==> src/rtl/pipe_hold_ctrl.sv <==
// rtl/pipe_hold_ctrl.sv - pipeline hold/flush/redirect sequencer for the 5-stage core
// Hold/flush bit index = stage: [0]pc [1]if_id [2]id_ex [3]ex_mem [4]mem_wb.
module pipe_hold_ctrl #(
   parameter int MCYC_MAX = 64,
   parameter int CNT_W    = 32
) (
   input  logic             clk,
   input  logic             rstn,
   input  logic [4:0]       id_rs1_addr_i,
   input  logic [4:0]       id_rs2_addr_i,
   input  logic             id_rs1_ren_i,
   input  logic             id_rs2_ren_i,
   input  logic [4:0]       ex_rd_addr_i,
   input  logic             ex_regs_wen_i,
   input  logic             ex_is_load_i,
   input  logic [31:0]      ex_instaddr_i,
   input  logic             ex_jump_en_i,
   input  logic             ex_prd_jump_en_i,
   input  logic [31:0]      ex_jump_addr_i,
   input  logic             ex_mcyc_start_i,
   input  logic             ex_mcyc_done_i,
   input  logic             mem_req_i,
   input  logic             mem_ack_i,
   output logic [4:0]       hold_en_o,
   output logic [4:0]       flush_o,
   output logic             jump_en_o,
   output logic [31:0]      jump_addr_o,
   output logic [CNT_W-1:0] stall_cnt_o,
   output logic             err_o
);

   localparam int MW = $clog2(MCYC_MAX) + 1;

   typedef enum logic [1:0] {S_IDLE, S_MEMW, S_MCYC} state_t;

   state_t           r_state;
   logic [MW-1:0]    r_mcyc_cnt;
   logic [CNT_W-1:0] r_stall_cnt;
   logic             r_err;

   logic w_mem_wait;
   logic w_mcyc_busy;
   logic w_timeout;
   logic w_mispredict;
   logic w_rs1_hit;
   logic w_rs2_hit;
   logic w_load_use;

   assign w_mem_wait  = ((r_state == S_MEMW) && !mem_ack_i) ||
                        ((r_state == S_IDLE) && mem_req_i && !mem_ack_i);
   assign w_mcyc_busy = ((r_state == S_MCYC) && !ex_mcyc_done_i) ||
                        ((r_state == S_IDLE) && ex_mcyc_start_i && !ex_mcyc_done_i);
   assign w_timeout   = (r_state == S_MCYC) && !ex_mcyc_done_i &&
                        (r_mcyc_cnt == MW'(MCYC_MAX - 1));

   // EX is frozen during a wait, so a pending mispredict simply re-evaluates once the hold drops.
   assign w_mispredict = ex_jump_en_i != ex_prd_jump_en_i;
   assign w_rs1_hit    = id_rs1_ren_i && (id_rs1_addr_i == ex_rd_addr_i);
   assign w_rs2_hit    = id_rs2_ren_i && (id_rs2_addr_i == ex_rd_addr_i);
   assign w_load_use   = ex_is_load_i && ex_regs_wen_i && (ex_rd_addr_i != 5'd0) &&
                         (w_rs1_hit || w_rs2_hit);

   always_comb begin
      hold_en_o   = 5'b00000;
      flush_o     = 5'b00000;
      jump_en_o   = 1'b0;
      jump_addr_o = 32'd0;
      if (!rstn) begin
         hold_en_o = 5'b00000;
      end else if (w_mem_wait) begin
         hold_en_o = 5'b11111;
      end else if (w_mcyc_busy) begin
         hold_en_o = 5'b00111;
         flush_o   = 5'b01000;
      end else if (w_mispredict) begin
         jump_en_o   = 1'b1;
         flush_o     = 5'b00110;
         jump_addr_o = ex_jump_en_i ? ex_jump_addr_i : ex_instaddr_i + 32'd4;
      end else if (w_load_use) begin
         hold_en_o = 5'b00011;
         flush_o   = 5'b00100;
      end
   end

   always_ff @(posedge clk or negedge rstn) begin
      if (!rstn) begin
         r_state     <= S_IDLE;
         r_mcyc_cnt  <= '0;
         r_stall_cnt <= '0;
         r_err       <= 1'b0;
      end else begin
         if ((hold_en_o != 5'b00000) && (r_stall_cnt != {CNT_W{1'b1}}))
            r_stall_cnt <= r_stall_cnt + CNT_W'(1);
         case (r_state)
            S_IDLE: begin
               if (mem_req_i && !mem_ack_i) begin
                  r_state <= S_MEMW;
               end else if (ex_mcyc_start_i && !ex_mcyc_done_i) begin
                  r_state    <= S_MCYC;
                  r_mcyc_cnt <= '0;
               end
            end
            S_MEMW: begin
               if (mem_ack_i)
                  r_state <= S_IDLE;
            end
            S_MCYC: begin
               if (ex_mcyc_done_i) begin
                  r_state <= S_IDLE;
               end else if (w_timeout) begin
                  r_state <= S_IDLE;
                  r_err   <= 1'b1;
               end else begin
                  r_mcyc_cnt <= r_mcyc_cnt + MW'(1);
               end
            end
            default: r_state <= S_IDLE;
         endcase
      end
   end

   assign stall_cnt_o = r_stall_cnt;
   assign err_o       = r_err;

endmodule

==> config.mk <==
export PLATFORM = sky130hd
export DESIGN_NAME = pipe_hold_ctrl
export DESIGN_NICKNAME = d
export VERILOG_FILES = /design/src/rtl/pipe_hold_ctrl.sv
export SDC_FILE = /design/constraint.sdc
export NUM_CORES = 1
export LEC_CHECK = 0
export BUFFER_PORTS_ARGS = -buffer_cell sky130_fd_sc_hd__buf_2
export CAP_MARGIN = 20
export CORE_ASPECT_RATIO = 0.6
export CORE_MARGIN = 3
export CORE_UTILIZATION = 47
export DETAILED_ROUTE_END_ITERATION = 8
export GPL_ROUTABILITY_DRIVEN = 0
export PLACE_DENSITY = 0.88
export SETUP_SLACK_MARGIN = 0.1
export SLEW_MARGIN = 20
export SYNTH_ARGS = -nofsm -noshare
export SYNTH_HDL_FRONTEND = slang
export SYNTH_SLANG_ARGS = --single-unit
export TNS_END_PERCENT = 20
==> constraint.sdc <==
create_clock -name clk -period 2.13 [get_ports clk]
set_input_delay 0.1065 -clock clk [delete_from_list [all_inputs] [get_ports clk]]
set_output_delay 0.1065 -clock clk [all_outputs]
set_load 0.005 [all_outputs]
# [After elaboration in Yosys (flattened, before gate mapping)]
# Cells that the tools add are included.
[word_totals] inputBits=91 reg_bits=42 output_inout_bits=76
[classes] addsub=3 n_bitwise=1 reduce_logical=27 muxes=30 eq_ne=14
[op_table] operator="$mux 32" n=5
[op_table] operator="$add 32x1->32 const B" n=1
[op_table] operator="$add 32x3->32 const B" n=1
[op_table] operator="$ne 32x32->1 const B" n=1
[op_table] operator="$mux 7" n=4
[op_table] operator="$logic_and 1x1->1" n=15
[op_table] operator="$mux 5" n=3
[op_table] operator="$mux 2" n=7
[op_table] operator="$pmux 7 s2" n=1
[op_table] operator="$eq 5x5->1" n=2
[op_table] operator="$reduce_bool 5->1" n=2
[op_table] operator="$mux 3" n=3
[op_table] operator="$mux 4" n=2
[op_table] operator="$ne 2x2->1 const B" n=4
[op_table] operator="$add 7x1->7 const B" n=1
[op_table] operator="$eq 7x6->1 const B" n=1
[op_table] operator="$pmux 2 s3" n=1
[op_table] operator="$reduce_and 3->1" n=2
[op_table] operator="$reduce_and 5->1" n=1
[op_table] operator="$mux 1" n=4
[op_table] operator="$logic_or 1x1->1" n=3
[op_table] operator="$ne 3x1->1 const B" n=1
[op_table] operator="$ne 3x3->1 const B" n=1
[op_table] operator="$eq 2x1->1 const B" n=1
[op_table] operator="7 further kinds" n=8

# [Longest topological paths before layout]
# Gate-level depths: netlist of the first run.
[depth] ltp_word=11 mapped_depth=8 ltp_nobuf=7

# [Least setup slack after synthesis of the first run]
# No wires, ideal clock.
[synth_timing] path_kind="register to register" from="register r_stall_cnt[0] (netlist: stall_cnt_o[0])" to="register r_stall_cnt[21] (netlist: stall_cnt_o[21])" arrival_time_ns=1.702 path_slack_ns=0.348 setup_ns=0.080 stages_incl_launch_ff=9 required_ns=2.050 path_cell_list="dfrtp_1 ha_1 and3_2 nand4_1 nor4_1 nor3_2 buf_4 nand4_1 xnor2_1"
[synth_via] elab_chain_cells=2 elab_cells_between_ends=3 cone_classes="add/sub: 1; eq/ne: 1; reduce/logical: 1"
[synth_lines] element="start: declaration" line="38" rtl="logic [CNT_W-1:0] r_stall_cnt;"
[synth_lines] element="start signal: assignment" line="93" rtl="r_stall_cnt <= r_stall_cnt + CNT_W'(1);"
[synth_lines] element="branches (longest 2 deep; another with $add 32x1->32)"
# Parallel ways; which one is timed is not known.
# A chain may end at the register's enable or synchronous reset.

# [Final worst setup path of the first run]
[layout_timing] from="register r_state[1]" to="output port jump_addr_o[17]"
[layout_via] elab_chain_cells=7 elab_cells_between_ends=14 cone_classes="eq/ne: 2; mux: 3; reduce/logical: 9"
[layout_lines] element="start: declaration" line="36" rtl="state_t r_state;"
[layout_lines] element="start signal: assignment" line="87" rtl="r_state <= S_IDLE;"
[layout_lines] element="start signal: assignment" line="97" rtl="r_state <= S_MEMW;"
[layout_lines] element="start signal: assignment" line="99" rtl="r_state <= S_MCYC;"
[layout_lines] element="$logic_not 2->1" line="50, 52"
[layout_lines] element="$logic_and 1x1->1 (2 in a row)" line="52" rtl="((r_state == S_IDLE) && ex_mcyc_start_i && !ex_mcyc_done_i);"
[layout_lines] element="$logic_or 1x1->1" line="51" rtl="assign w_mcyc_busy = ((r_state == S_MCYC) && !ex_mcyc_done_i) ||"
[layout_lines] element="$mux 32" line="72" rtl="end else if (w_mcyc_busy) begin"
[layout_lines] element="$mux 32 (*)" line="70" rtl="end else if (w_mem_wait) begin"
[layout_lines] element="$mux 32 (*)" line="68" rtl="if (!rstn) begin"
[layout_lines] element="end: declaration" line="27" rtl="output logic [31:0] jump_addr_o,"
# Every way passes the cells marked *; elsewhere a longest branch is shown, timed or not.

==> results of run 1 <==
-- stage by stage --
step	util	hold WS, ns	setup TNS, ns	power (mW)
after detailed placement	0.6581	0.08323	0	1.459
final	0.7115	0.1549	0	2.277
after global routing	0.7115	0.1623	-0.09397	2.394
after floorplan	-	-0.1891	0	1.178
after global placement	0.6581	0.08554	0	1.436
after CTS	0.6882	0.2058	0	2.227
-- registers in the layout, indices dropped and copies added, names as in the netlist --
register and count:
r_state 2, r_mcyc_cnt 7, stall_cnt_o 32, err_o 1
-- worst paths after layout --
| check | start | end | slack [ns] | cells past startpoint |
|---|---|---|---|---|
| min | mem_ack_i | r_state[0] | 0.15 | 3 |
| max | r_state[1] | jump_addr_o[17] | 0.05 | 6 |
| min reg2reg | stall_cnt_o[10] | stall_cnt_o[10] | 0.49 | 1 |
| min in group asynchronous | rstn | r_state[1] | 0.33 | 3 |
| max reg2reg | r_state[1] | stall_cnt_o[20] | 0.07 | 8 |
| max in group asynchronous | rstn | stall_cnt_o[24] | 1.09 | 4 |
-- cells in the mapped netlist (2+ instances only) --
| master | n |
|---|---|
| a211oi_1 | 5 |
| a21oi_1 | 15 |
| a22o_1 | 4 |
| and2_0 | 2 |
| and2_1 | 3 |
| and3_1 | 12 |
| and3_2 | 3 |
| and4_1 | 7 |
| buf_2 | 2 |
| buf_4 | 7 |
| clkbuf_1 | 8 |
| dfrtp_1 | 42 |
| ha_1 | 3 |
| inv_1 | 8 |
| mux2_2 | 2 |
| mux2i_1 | 14 |
| nand2_1 | 33 |
| nand2b_1 | 2 |
| nand3_1 | 26 |
| nand4_1 | 18 |
| nor2_1 | 45 |
| nor2b_1 | 4 |
| nor3_1 | 15 |
| nor3_2 | 3 |
| nor3b_1 | 2 |
| nor4_1 | 11 |
| o21a_1 | 2 |
| o21ai_0 | 5 |
| or3_1 | 3 |
| xnor2_1 | 32 |
| xor2_1 | 35 |
-- report_power, final --
| group | total, mW | switching [mW] | internal (mW) |
|---|---|---|---|
| Combinational | 0.596 | 0.310 | 0.286 |
| Sequential | 0.915 | 0.0705 | 0.845 |
| Clock | 0.766 | 0.331 | 0.434 |
| Total | 2.28 | 0.712 | 1.56 |
-- cell families after synthesis --
logic type | after synthesis
AO/OA/AOI/OAI | 40
XOR/XNOR | 68
adder cells (fa/ha/maj) | 3
buffers and inverters | 27
flip-flops | 42
multiplexers | 16
other | 1
AND/OR/NAND/NOR | 194
-- cell usage in the layout, fill, tap and decap left out, types with 14 or more instances in the layout --
master	netlist	routed
buf_2	2	164
mux2i_1	14	14
buf_4	7	15
dfrtp_1	42	39
xnor2_1	32	32
nand4_1	18	18
a21oi_1	15	15
xor2_1	35	35
nand2_1	33	32
nand3_1	26	23
nor2_1	45	41
-- layout make-up --
type | instances | area, um^2
tap | 84 | 105.1
sequential | 42 | 1055
clock buffer | 5 | 125.1
clock inverter | 3 | 21.27
timing repair buffer | 183 | 985.9
multi-input combinational | 323 | 2257
fill | 492 | 1858
inverter | 9 | 33.78
-- worst register-to-register path, stage by stage (launching register included) --
cell and delay [ns]:
dfrtp_1 0.43, nor2_2 0.24, o32ai_4 0.12, a222oi_1 0.48
nor3_2 0.08, buf_4 0.17, buf_12 0.14, and3_4 0.15
xor2_1 0.13
-- per-layer routing --
| layer | GRT usage | vias up |
|---|---|---|
| li1 | - | 1728 |
| met1 | 0.3386 | 1697 |
| met5 | 0 | - |
| met3 | 0.03504 | 21 |
| met2 | 0.4189 | 186 |
| met4 | 0.07510 | 0 |
-- repair_timing --
| item | 4_1_cts | 5_1_grt |
|---|---|---|
| resized for setup | 5 | 29 |
| pin swaps | 3 | 12 |
| buffers inserted | 2 | 2 |
| endpoints found under the hold margin | 4 | 0 |
| hold buffers | 1 | 0 |
| setup endpoints to repair | 40 | 65 |
==> impl_metrics.toml, run 1 <==
[status]
status = "completed"

[grt]
grt_start_max_net_pins = 39
grt_pass1_wl_um = 16660
grt_pass1_vias = 3454
gr-total-overflow = 0
antenna_found_initial = 0
grt_usage = 0.2505

[synthesis]
synthMuxAreaShare = 0.04935
synthFlopType = "dfrtp_1"
async_reset_ff_frac = 1.000
yosys.area.top_type = "dfrtp_1"
synth_seq_area_share = 0.3189
synth_edf_count = 0
synth.avg_cell_area_um2 = 8.429
synth_fa_ha_area_frac = 0.01139
ys_ff_latch = 42
syn_inst = 391
synthXorXnorAreaFrac = 0.1830
synth-simple-area-share = 0.3075
ys_top_cells_by_area = "dfrtp_1, xor2_1, xnor2_1, nor2_1, mux2i_1"
synth_top_family_by_area = "simple AND/OR/NAND/NOR gates"
synth_cell_types = 49
synth_compound_area_frac = 0.08694
synth_top_area_frac = 0.3189
synth_warnings = 0
syn_area_um2 = 3296

[clock_tree]
insertion_delay_ns = 0.29
clkTransAtPathRegs_ns = 0.06
ctsRootBufferMaster = "clkbuf_16"
cts_made_buffers = 5
clk_path_buf_depth = 2
htree_num_levels = 2
cts_tree = "yes"
cts.sinks = 42

[setup_path]
cp_slowest_cell = "dfrtp_1"
required_ns = 2.02
slowest_delay_ns = 0.43
crit_arrival_ns = 1.98
worstPathCellList = "nor2_2, or3_4, nand4b_1, buf_6, a311oi_1, buf_2"
worst-path-buf-inv = 2
worst-path-max-fanout = 24
critPathKind = "reg2out"
startpoint_type = "flip-flop"
crit_family = "simple AND/OR/NAND/NOR gates"
critPathCaptureType = "output port"

[sta]
clock-skew-final_ns = 0.004262
fin_ws_ns = 0.04726
max_freq_mhz = 480.1
finalHoldViolations = 0
worstMarginPinSlew_ns = 0.5435
slew_viol_final = 0
relSlewSlack = 0.6371
finalSetupViolations = 0
rsz0062_at_grt = "yes"
period_share = 0.9778
fin_crit_ns = 2.083

[routing]
met3_length_um = 830
drc = 0
first_pass_iters = 7
drt-met1-wl_um = 4439
drt_iter0_drc = 295
vias = 3632
dr_wl_met2_um = 5173
viasPerCell = 5.596
routed.top_layer = "met4"
avgRoutedWirePerCell_um = 16.43
antenna_left = 0
wl_um = 10660

[layout]
stdcell_area_um2 = 4583
antennaDiodeCount = 0
area_growth_pct = 39.07
final_nets = 658
drive_gt1_frac = 0.4088
stdcell_count = 649

[placed_design]
dp_hpwl_um = 8185
dp_cells = 636
pre_cts_slack_ns = 0.07319
portBuffers = 164
placed_cell_area_um2 = 4239

[floorplan]
fp.dieArea_um2 = 8086
rows = 22
die_h_um = 70.87
initial_utilization = 0.5117
core-area_um2 = 6441
top_level_ports = 167
dieWidth_um = 114.1

[power]
power_density_nw_per_um2 = 496.7
leakage_nw = 2.316
vdd_drop_max_mv = 0.4281

[job]
drv_cap = 0

[hold_path]
hp-class = "in2reg"
Note: power is estimated with default switching activity, not from simulation.
==> run 2, diff against run 1 <==
CORE_UTILIZATION = 40   (was 47)
PLACE_DENSITY = 0.78   (was 0.88)
==> run 2 against run 1 <==
Core utilization is 8.0 points lower. Hold slack got worse by 0.028 ns. Cell area is 5.0% higher. Non-clock buffer count is 16 higher. Via count up 1.2%. Cell count up 5.4%. Largest cell class unchanged. Critical endpoint is now stall_cnt_o[20]. Routed wire length rose by 3.1%. Combinational power increased by 15%.
==> impl_metrics.toml, run 2 (synthesized netlist as in run 1, its figures left out) <==
[grt]
grt_usage = 0.2224
gr-total-overflow = 0
grt_pass1_vias = 3430
grt_pass1_wl_um = 17240
grt_start_max_net_pins = 37
antenna_found_initial = 0

[routing]
vias = 3676
antenna_left = 0
first_pass_iters = 5
wl_um = 11000
viasPerCell = 5.374
avgRoutedWirePerCell_um = 16.07
drt_iter0_drc = 207
drc = 0

[power]
intPower_mw = 1.768
switching_share = 0.2828
pwr-share-clk = 0.355
leakage_nw = 2.456
p_switching_mw = 0.6974
comb_power_share = 0.277
vdd_drop_max_mv = 0.2788
p_seq_frac = 0.367
power_density_nw_per_um2 = 512.2

[clock_tree]
ctsRootBufferMaster = "clkbuf_16"
insertion_delay_ns = 0.28
cts.sinks = 42
htree_num_levels = 2
cts_made_buffers = 5
clkTransAtPathRegs_ns = 0.06
cts_tree = "yes"
clk_path_buf_depth = 2

[layout]
largest_reg_flops = 32
area_growth_pct = 46.05
stdcell_count = 684
drive_gt1_frac = 0.4190
seqCellArea_um2 = 1054
layout_common_cells = "buf_2, nor2_1, dfrtp_1"
fill_cells = 638
multi_input_area_um2 = 2237
final_common_cell = "buf_2"
antennaDiodeCount = 0
final_nets = 674

[sta]
fin_ws_ns = 0.09559
rsz0062_at_grt = "yes"
max_freq_mhz = 491.5
clock-skew-final_ns = 0.006000
fin_crit_ns = 2.034
finalHoldViolations = 0
finalSetupViolations = 0
slew_viol_final = 0
relSlewSlack = 0.4875
worstMarginPinSlew_ns = 0.7617
period_share = 0.9551

[hold_path]
worstHoldPathCells = 3
hp-class = "in2reg"

[floorplan]
dieWidth_um = 123.2
core-area_um2 = 7627
die_h_um = 76.31
fp.dieArea_um2 = 9400
initial_utilization = 0.4321
rows = 24
top_level_ports = 167

[setup_path]
startpoint_type = "flip-flop"
required_ns = 2.30
critPathKind = "reg2reg"
crit_arrival_ns = 2.20
worstPathCellList = "nor2_4, o32ai_4, a222oi_1, nor3_2, buf_4, buf_12, and3_1, xor2_1"
reg2reg_depth = 8
critPathCaptureType = "flip-flop"
slowest_delay_ns = 0.45
worst-path-max-fanout = 6
cp_slowest_cell = "dfrtp_2"

[placed_design]
portBuffers = 164
dp_cells = 662
pre_cts_slack_ns = -0.04793
dp_hpwl_um = 8361

[job]
drv_cap = 0

[status]
status = "completed"
run 2: changes by cell type in the layout (fill, tap and decap cells not counted), sizes merged:
cell | previous run | this run
bufinv | 0 | 1
clkbuf | 5 | 8
dlygate4sd3 | 1 | 2
clkinv | 2 | 0
bufbuf | 0 | 1
buf | 182 | 194
clkinvlp | 1 | 0
run 2: power by group through the flow:
| stage | Combinational (mW) | Clock [mW] | Sequential, mW |
|---|---|---|---|
| 3_3_place_gp | 0.570 | 0 | 0.902 |
| 3_5_place_dp | 0.591 | 0 | 0.911 |
| 4_1_cts | 0.620 | 0.880 | 0.899 |
| 2_1_floorplan | 0.266 | 0 | 0.912 |
| 6_report | 0.684 | 0.876 | 0.905 |
| 5_1_grt | 0.745 | 0.932 | 0.910 |
run 2: worst max-delay path, delay by kind of cell, from the launching register on:
kind                      cells  cell delay [ns]
AOI/OAI and AO/OA             2             0.55
xor gates and xnor gates      1             0.14
and+or+nand+nor               3             0.45
DFF                           1             0.45
buffers and inverters         2             0.31
run 2: final timing paths:
kind	slack (ns)	start	end
hold reg to reg	0.50	stall_cnt_o[31]	stall_cnt_o[31]
setup reg to reg	0.1	r_state[0]	stall_cnt_o[20]
hold / removal	0.13	mem_req_i	r_state[0]
min in group asynchronous	0.50	rstn	stall_cnt_o[2]
setup / recovery	0.1	r_state[0]	stall_cnt_o[20]
max in group asynchronous	0.97	rstn	r_state[1]
run 2: stage by stage:
step	util	hold slack, ns	power [mW]	cell area, um^2	setup TNS (ns)
after CTS	0.6019	0.1544	2.398	4591	0
final	0.6311	0.1266	2.466	4813	0
after detailed placement	0.5666	-0.02317	1.501	4322	-0.05932
after global placement	0.5666	-0.01902	1.472	4322	0
after floorplan	-	-0.1891	1.178	3299	0
after global routing	0.6311	0.1497	2.587	4813	0
run 2: layout make-up:
class	count	area share
flip-flops and latches	42	0.2189
inverters	9	0.007018
clock inverters	1	0.006239
well taps	104	0.02703
multi-input cells	323	0.4648
repair buffers	199	0.2472
clock buffers	6	0.02885
run 2: metal layers:
metal | up-vias | global-route usage | routed length (um)
li1 | 1767 | - | -
met1 | 1731 | 0.3040 | 4869
met2 | 156 | 0.3696 | 5209
met3 | 22 | 0.03190 | 704
met4 | 0 | 0.05193 | 210
met5 | - | 0 | 0
run 2: repair_timing:
action                                 in CTS  in global routing
gates cloned                                1                  2
pin swaps                                   1                  9
gates resized for setup                     7                 26
setup endpoints to repair                  26                 69
hold buffers                                2                  0
setup buffers                               3                  7
endpoints found under the hold margin       6                  0
==> run 3, diff against run 2 <==
==> constraint.sdc (replaced) <==
create_clock -name clk -period 2.13 [get_ports clk]
set_input_delay 0.1065 -clock clk [delete_from_list [all_inputs] [get_ports clk]]
set_output_delay 0.1065 -clock clk [all_outputs]
set_load 0.01 [all_outputs]
==> run 3 against run 2 <==
Flip-flop and latch count unchanged. Global-route usage down 0.15 points. Count of clock-buffer cells in the layout unchanged. Clock power down 15%. Cell area down 4.0%. Cell count down 1.2%. Sequential power down 0.7%. Clock skew down 0.0021 ns. First-iteration DRC count up 31%. Combinational power down 3%. Routed wire length down 3.2%. Critical endpoint is now jump_addr_o[30]. Largest cell class unchanged.
==> impl_metrics.toml, run 3 (synthesized netlist as in run 1, its figures left out) <==
[status]
status = "completed"

[layout]
antennaDiodeCount = 0
final_util = 0.6058
stdcell_area_um2 = 4621
area_growth_pct = 40.20
largest_reg_flops = 32
drive_gt1_frac = 0.3934
fill_cells = 672
layout_common_cells = "buf_2, nor2_1, dfrtp_1"
final_common_cell = "buf_2"
final_nets = 665

[setup_path]
critPathCaptureType = "output port"
worstPathCellList = "nor2_4, or3_4, nand4b_1, buf_4, buf_4, a211oi_1, buf_2"
cpMostUsedCell = "buf_4"
crit_family = "buffers and inverters"
required_ns = 2.02
worst-path-max-fanout = 9
slowest_delay_ns = 0.43
startpoint_type = "flip-flop"
worst-path-buf-inv = 3
cp_slowest_cell = "dfrtp_1"
crit_arrival_ns = 1.94
critPathKind = "reg2out"

[sta]
period_share = 0.9604
slew_viol_final = 0
fin_crit_ns = 2.046
relSlewSlack = 0.6142
clock-skew-final_ns = 0.003901
max_freq_mhz = 488.9
timing.setup.tns_ns = 0
finalSetupViolations = 0
fin_ws_ns = 0.08443
rsz0062_at_grt = "yes"
finalHoldViolations = 0
worstMarginPinSlew_ns = 0.5739

[clock_tree]
cts_made_buffers = 5
cts.sinks = 42
cts_tree = "yes"
htree_num_levels = 2
clk_path_buf_depth = 2
insertion_delay_ns = 0.29
clkTransAtPathRegs_ns = 0.06
ctsRootBufferMaster = "clkbuf_16"

[power]
vdd_drop_max_mv = 0.3178
leakage_nw = 2.376
comb_power_share = 0.288
p_switching_mw = 0.7244
power_density_nw_per_um2 = 500.3
pwr-share-clk = 0.323
p_seq_frac = 0.389
switching_share = 0.3134
intPower_mw = 1.587

[grt]
grt_pass1_vias = 3530
gr-total-overflow = 0
grt_start_max_net_pins = 38
antenna_found_initial = 0
grt_usage = 0.2209
grt_pass1_wl_um = 17160

[floorplan]
core-area_um2 = 7627
die_h_um = 76.31
dieWidth_um = 123.2
fp.dieArea_um2 = 9400
rows = 24
initial_utilization = 0.4321
top_level_ports = 167

[routing]
first_pass_iters = 5
antenna_left = 0
wl_um = 10640
viasPerCell = 5.367
vias = 3628
drc = 0
drt_iter0_drc = 271
avgRoutedWirePerCell_um = 15.75

[job]
drv_cap = 0

[placed_design]
portBuffers = 164
dp_hpwl_um = 8413
placed_cell_area_um2 = 4324
pre_cts_slack_ns = 0.09488

[hold_path]
hp-class = "in2reg"
## run 3: cell count changes in the layout (fill, tap and decap cells not counted), moves of 2 or more
cell / previous run / this run
clkbuf_16: 7 / 5
ha_1: 1 / 3
buf_12: 3 / 1
ha_2: 2 / 0
a21oi_1: 11 / 15
buf_4: 26 / 22
a21oi_2: 5 / 1
## run 3: timing repair
item	in CTS	in global routing
gates resized for setup	2	17
endpoints found under the hold margin	5	0
buffers inserted	1	0
hold buffers	2	0
setup endpoints to repair	11	58
pin swaps	0	3
cloned	1	0
## run 3: worst paths after layout
| path | from | end | slack [ns] | cells after the start |
|---|---|---|---|---|
| min | mem_req_i | r_state[0] | 0.12 | 3 |
| min reg2reg | err_o | err_o | 0.47 | 1 |
| max reg2reg | stall_cnt_o[0] | stall_cnt_o[12] | 0.16 | 8 |
| max | r_state[1] | jump_addr_o[30] | 0.08 | 7 |
| min in group asynchronous | rstn | stall_cnt_o[18] | 0.52 | 3 |
| max in group asynchronous | rstn | r_state[0] | 1.07 | 3 |
## run 3: layout make-up
type / count / area, um^2 / area share
multi-input cells: 323 / 2203 / 0.4768
repair buffers: 190 / 1059 / 0.2291
flip-flops and latches: 42 / 1052 / 0.2277
well taps: 104 / 130.1 / 0.02816
clock buffers: 6 / 128.9 / 0.02789
inverters: 9 / 33.78 / 0.007311
clock inverters: 2 / 13.76 / 0.002979
## run 3: metrics by stage
stage | std cells | hold WS, ns | power (mW)
floorplan | 392 | -0.1891 | 1.210
global placement | 664 | -0.03400 | 1.506
detailed placement | 664 | -0.03322 | 1.529
CTS | 676 | 0.1757 | 2.298
global route | 676 | 0.1269 | 2.424
finish | 676 | 0.1154 | 2.312
## run 3: power by group through the flow
| stage | sequential (mW) | clock (mW) | combinational [mW] |
|---|---|---|---|
| floorplan | 0.927 | 0 | 0.283 |
| global placement | 0.902 | 0 | 0.603 |
| detailed placement | 0.908 | 0 | 0.621 |
| CTS | 0.896 | 0.755 | 0.646 |
| global route | 0.908 | 0.786 | 0.730 |
| finish | 0.899 | 0.747 | 0.665 |
## run 3: tightest hold or removal path, stage by stage
cell and delay (ns):
buf_2 0.11, nor2_4 0.05, nor2_4 0.09
## run 3: routing by layer
layer | share of wire | track usage | up-vias
li1 | - | - | 1742
met1 | 0.43 | 0.2965 | 1676
met2 | 0.47 | 0.3610 | 188
met3 | 0.076 | 0.03042 | 22
met4 | 0.019 | 0.07956 | 0
met5 | 0 | 0 | -
